File: src/rtl/logic_pkg.sv
// Shared definitions for the logical-unit checking blocks.
//   cap_state_t : capture FSM states (COLLECT, DONE, CONFLICT)
//   ROWS        : number of truth-table rows of a 2-input function
//   row_idx     : maps an (a, b) input pair to its truth-table row {a,b}
package logic_pkg;

  typedef enum logic [1:0] {
    COLLECT  = 2'd0,
    DONE     = 2'd1,
    CONFLICT = 2'd2
  } cap_state_t;

  localparam int ROWS = 4;

  function automatic logic [1:0] row_idx(input logic a, input logic b);
    return {a, b};
  endfunction

endpackage

File: src/rtl/sat_counter.sv
// Saturating up-counter with synchronous reset and soft clear.
//   clk   : rising-edge clock
//   rst_n : synchronous active-low reset (highest priority)
//   clr   : synchronous clear to zero (beats inc)
//   inc   : count one event this cycle
//   cnt   : current count, holds at all-ones instead of wrapping
module sat_counter #(
  parameter int W = 8
) (
  input  logic         clk,
  input  logic         rst_n,
  input  logic         clr,
  input  logic         inc,
  output logic [W-1:0] cnt
);

  // NOTE: sequential state is written with <= only, so every flop samples
  // the pre-edge values of its neighbours regardless of block ordering.
  always_ff @(posedge clk) begin
    if (!rst_n) begin
      cnt <= '0;
    end else if (clr) begin
      cnt <= '0;
    end else if (inc && (cnt != {W{1'b1}})) begin
      cnt <= cnt + W'(1);
    end
  end

endmodule

File: src/rtl/func_capture.sv
// Truth-table capture: rebuilds the 4-bit function code of a 2-input logical
// unit from observed (a, b, out_obs) samples, flags completion once all four
// rows are seen, and raises a sticky conflict on any inconsistent sample.
//   clk, rst_n    : clock, synchronous active-low reset
//   clear         : synchronous soft clear of all capture state
//   sample_valid  : a / b / out_obs carry a sample
//   sample_ready  : sample accepted this cycle (low only in CONFLICT)
//   a, b, out_obs : observed inputs and output
//   func          : reconstructed function code, bit index = {a,b}
//   seen          : rows observed so far, same indexing as func
//   done          : all rows seen with no conflict
//   done_pulse    : one cycle high on entry to DONE
//   conflict      : sticky mismatch flag
//   sample_cnt    : accepted samples, saturating
module func_capture
  import logic_pkg::*;
#(
  parameter int CNT_W = 8
) (
  input  logic             clk,
  input  logic             rst_n,
  input  logic             clear,
  input  logic             sample_valid,
  output logic             sample_ready,
  input  logic             a,
  input  logic             b,
  input  logic             out_obs,
  output logic [3:0]       func,
  output logic [3:0]       seen,
  output logic             done,
  output logic             done_pulse,
  output logic             conflict,
  output logic [CNT_W-1:0] sample_cnt
);

  cap_state_t      state_q, state_d;
  logic [ROWS-1:0] func_q, func_d;
  logic [ROWS-1:0] seen_q, seen_d;
  logic            pulse_d;
  logic            done_q, conflict_q, pulse_q;
  logic            accept;
  logic [1:0]      r;

  // Ready depends on state only, so upstream never sees a combinational
  // path from sample_valid back to sample_ready.
  assign sample_ready = (state_q != CONFLICT);
  assign accept       = sample_valid & sample_ready;
  assign r            = row_idx(a, b);

  // NOTE: every signal written here gets a default first; a missed branch
  // would otherwise infer a latch.
  always_comb begin
    state_d = state_q;
    func_d  = func_q;
    seen_d  = seen_q;
    pulse_d = 1'b0;
    if (accept) begin
      case (state_q)
        COLLECT: begin
          if (seen_q[r] && (func_q[r] != out_obs)) begin
            // Leave func/seen untouched so the conflicting row stays visible.
            state_d = CONFLICT;
          end else begin
            func_d[r] = out_obs;
            seen_d[r] = 1'b1;
            if (&seen_d) begin
              state_d = DONE;
              pulse_d = 1'b1;
            end
          end
        end
        DONE: begin
          if (func_q[r] != out_obs) state_d = CONFLICT;
        end
        default: ;
      endcase
    end
  end

  always_ff @(posedge clk) begin
    if (!rst_n || clear) begin
      state_q    <= COLLECT;
      func_q     <= '0;
      seen_q     <= '0;
      pulse_q    <= 1'b0;
      done_q     <= 1'b0;
      conflict_q <= 1'b0;
    end else begin
      state_q    <= state_d;
      func_q     <= func_d;
      seen_q     <= seen_d;
      pulse_q    <= pulse_d;
      done_q     <= (state_d == DONE);
      conflict_q <= (state_d == CONFLICT);
    end
  end

  // The counter applies its own rst_n > clr > inc priority, so a sample
  // arriving in a clear cycle is dropped without extra gating here.
  sat_counter #(.W(CNT_W)) u_cnt (
    .clk   (clk),
    .rst_n (rst_n),
    .clr   (clear),
    .inc   (accept),
    .cnt   (sample_cnt)
  );

  assign func       = func_q;
  assign seen       = seen_q;
  assign done       = done_q;
  assign done_pulse = pulse_q;
  assign conflict   = conflict_q;

endmodule
File: config.mk
export PLATFORM = sky130hd
export DESIGN_NAME = func_capture
export DESIGN_NICKNAME = d
export VERILOG_FILES = /design/src/rtl/logic_pkg.sv /design/src/rtl/sat_counter.sv /design/src/rtl/func_capture.sv
export SDC_FILE = /design/constraint.sdc
export NUM_CORES = 1
export LEC_CHECK = 0
export ABC_AREA = 1
export BUFFER_PORTS_ARGS = -buffer_cell sky130_fd_sc_hd__buf_2
export CORE_MARGIN = 2
export CORE_UTILIZATION = 25
export DETAILED_ROUTE_END_ITERATION = 7
export GPL_ROUTABILITY_DRIVEN = 1
export GPL_TIMING_DRIVEN = 1
export MAX_ROUTING_LAYER = met4
export SETUP_SLACK_MARGIN = 0.02
export SYNTH_ARGS = -nofsm -noshare
export SYNTH_HDL_FRONTEND = slang
export SYNTH_HIERARCHICAL = 1
export SYNTH_SLANG_ARGS = --single-unit
File: constraint.sdc
create_clock -name clk -period 1.85 [get_ports clk]
set_clock_uncertainty 0.15 [all_clocks]
set_input_delay 0.4625 -clock clk [delete_from_list [all_inputs] [get_ports clk]]
set_output_delay 0.4625 -clock clk [all_outputs]
set_load 0.01 [all_outputs]
==> run summary <==
HP Class - register to register
Die Footprint - 0.004994 sq mm
Crit path kind - register to register
Worst Path Arrival - 1.54 ns
Share of cells above drive strength 1 - 24.50%
DP Wirelength - 1927 microns
Setup violators final - 0
Multi-input logic area - 574.3 sq um
Final period utilization - 83.42%
Root Driver - clkbuf_8
R2R setup slack - 0.31 ns
Final ANT Viol Nets - 0
Initial Util - 25.69%
Post-Syn Area - 0.001111 sq mm
Initial antenna violation count - 0
Total Nets Final - 209
Hold buffer count at CTS - 0
RSZ-0062 raised after global routing - false
Seq/Total Area, Yosys - 37.84%
TritonCTS buffer count - 3
CTS Buffer Depth - 2
CTS tree - done
Critical path launch point type - register
Worst-margin pin slew - 0.4898 ns
Async set or reset register ratio after synthesis - 0%
Data required time at the worst endpoint - 1.85 ns
Largest net degree at the start of global routing - 12
Drt first-iter violations - 36
Multiplexer share of the synthesized area - 0%
Count leader, synth - nand2_1
Synth Area in Adders - 1.126%
Cell Pwr Density - 621.1 mW/mm^2
Yosys cell types - 21
Ys flop type - dfxtp_1
Post-Synth XOR/XNOR Area - 0%
Final worst path period need - 1.543 ns
Synth area leaders - dfxtp_1 (38%), nand2_1 (13%), inv_1 (8.8%), nor2_1 (7.4%), a21oi_1 (7.2%)
DRC - 0
Wirelength per Cell - 9.599 microns
Pleak - 0.6792 nW
Post-Synth Simple-Gate Area - 40.20%
Layout area overhead - 22.30%
Global Route Usage Sum - 10.06%
Die height - 70.67 microns
Routability cong. - 0.8374
Reg area - 420.4 sq um
Final Hold Fails - 0
Vias in the first global route - 940
Final wirelength - 2419 microns
Cts repair resizes - 0
Outcome - complete, no violations
Post-synth EDFFs - 0
Post-route setup TNS - 0 ns
Commonest cells in the netlist - nand2_1 (39), inv_1 (26), nor2_1 (22)
H-Tree Level Count - 1
Initial DRT Pass Iterations - 4
Width of the die - 70.67 microns
Max cap viols - 0
Largest family of logic cells by synthesized area - simple AND/OR/NAND/NOR gates
Cell accounting for the most synthesized area - dfxtp_1
Synth Area in Compound Gates - 10.36%
Port Buffer Count - 26
Via count - 1,077
Routed vias/inst - 4.274
Cells on Worst Hold Path - 2
ANT cells - 0
Post-CTS Setup Bufs - 0
Reg2Reg Depth - 7
FF+latch count, synth - 21
Smallest hold slack - 0.3139 ns
Global-route wire length before repair - 3933 microns
Final slew viol count - 0
Clock Latency Late Sink - 0.26 ns
Cell Rows - 24
Syn_nets - 177
Max Clk Rate - 648.0 MHz
Relative slew margins - 67.23%
Syn_area_per_cell - 6.574 sq um
CP Max Fanout - 5
Warnings from Yosys - 6
Clk sinks - 21
Core area - 0.004324 sq mm
CP Capture Type - register
Max VDD drop - 0.4699 mV
Post-synth top area share - 37.84%
Fill cells - 491
# IOs - 27
GRT overflow - 0
Clock-pin transition on the worst setup and hold timing paths - 0.08 ns
Post-Synthesis Cells - 169
registers in the layout (all words and copies together) (netlist names):
register	count
u_cnt/cnt	8
done_pulse	1
conflict	1
state_q	2
func	4
done	1
seen	4
worst max-delay path, stage by stage, from the launching register on:
cell and delay (ns):
dfxtp_1 0.36, inv_1 0.08, nand2_1 0.07, nand2_1 0.09, nor2_1 0.27, nand3_1 0.18, o21ai_0 0.18, a21oi_1 0.05
final timing paths:
path	start	end
setup reg to reg	state_q[0]	func[2]
setup / recovery	state_q[0]	func[2]
hold / removal	func[2]	func[2]
hold reg to reg	func[2]	func[2]
cell type report:
type,instances,share of cell area [%]
clock buffers,4,3.315
flip-flops and latches,21,30.94
well taps,52,4.788
multi-input cells,118,42.27
inverters,29,8.011
repair buffers,28,10.68
power breakdown:
part           internal (W)  total [W]  switching [W]
Combinational     0.0000296  0.0000813      0.0000518
Clock              0.000153   0.000298       0.000145
Sequential         0.000458   0.000464     0.00000600
metrics by stage:
| step | util (%) | worst slack (ns) | cell area, sq um | cells | power (W) |
|---|---|---|---|---|---|
| after floorplan | - | 0.3514 | 1111 | 169 | 0.0005254 |
| after global placement | 30.38 | 0.1139 | 1314 | 248 | 0.0005564 |
| after detailed placement | 30.38 | 0.09219 | 1314 | 248 | 0.0005566 |
| after CTS | 31.42 | 0.2980 | 1359 | 252 | 0.0008594 |
| after global routing | 31.42 | 0.1019 | 1359 | 252 | 0.0008852 |
| final | 31.42 | 0.3067 | 1359 | 252 | 0.0008439 |
cells by family (layout without fill, tap and decap cells):
group	Yosys count	after routing
flops	21	21
simple gates	94	94
buf+inv	30	61
compound gates	23	23
fa+ha+maj	1	1
routing by layer:
layer | track usage (%) | wire length [microns]
met1 | 11.76 | 1163
met2 | 17.30 | 1118
met3 | 3.419 | 120
met4 | 1.258 | 16
met5 | - | 0
layout by cell type (no fill, tap or decap), types with 2 or more instances in the layout:
cell and n:
nor2_2 4, inv_2 2, o21ai_0 6, nand3b_1 2, nor3_1 2, nand3_1 11
dfxtp_1 21, nor2_1 22, a21oi_1 16, nand2_1 39, clkbuf_8 3, buf_4 2
nand2_2 9, inv_1 26, buf_2 26
Note: power is estimated with default switching activity, not from simulation.
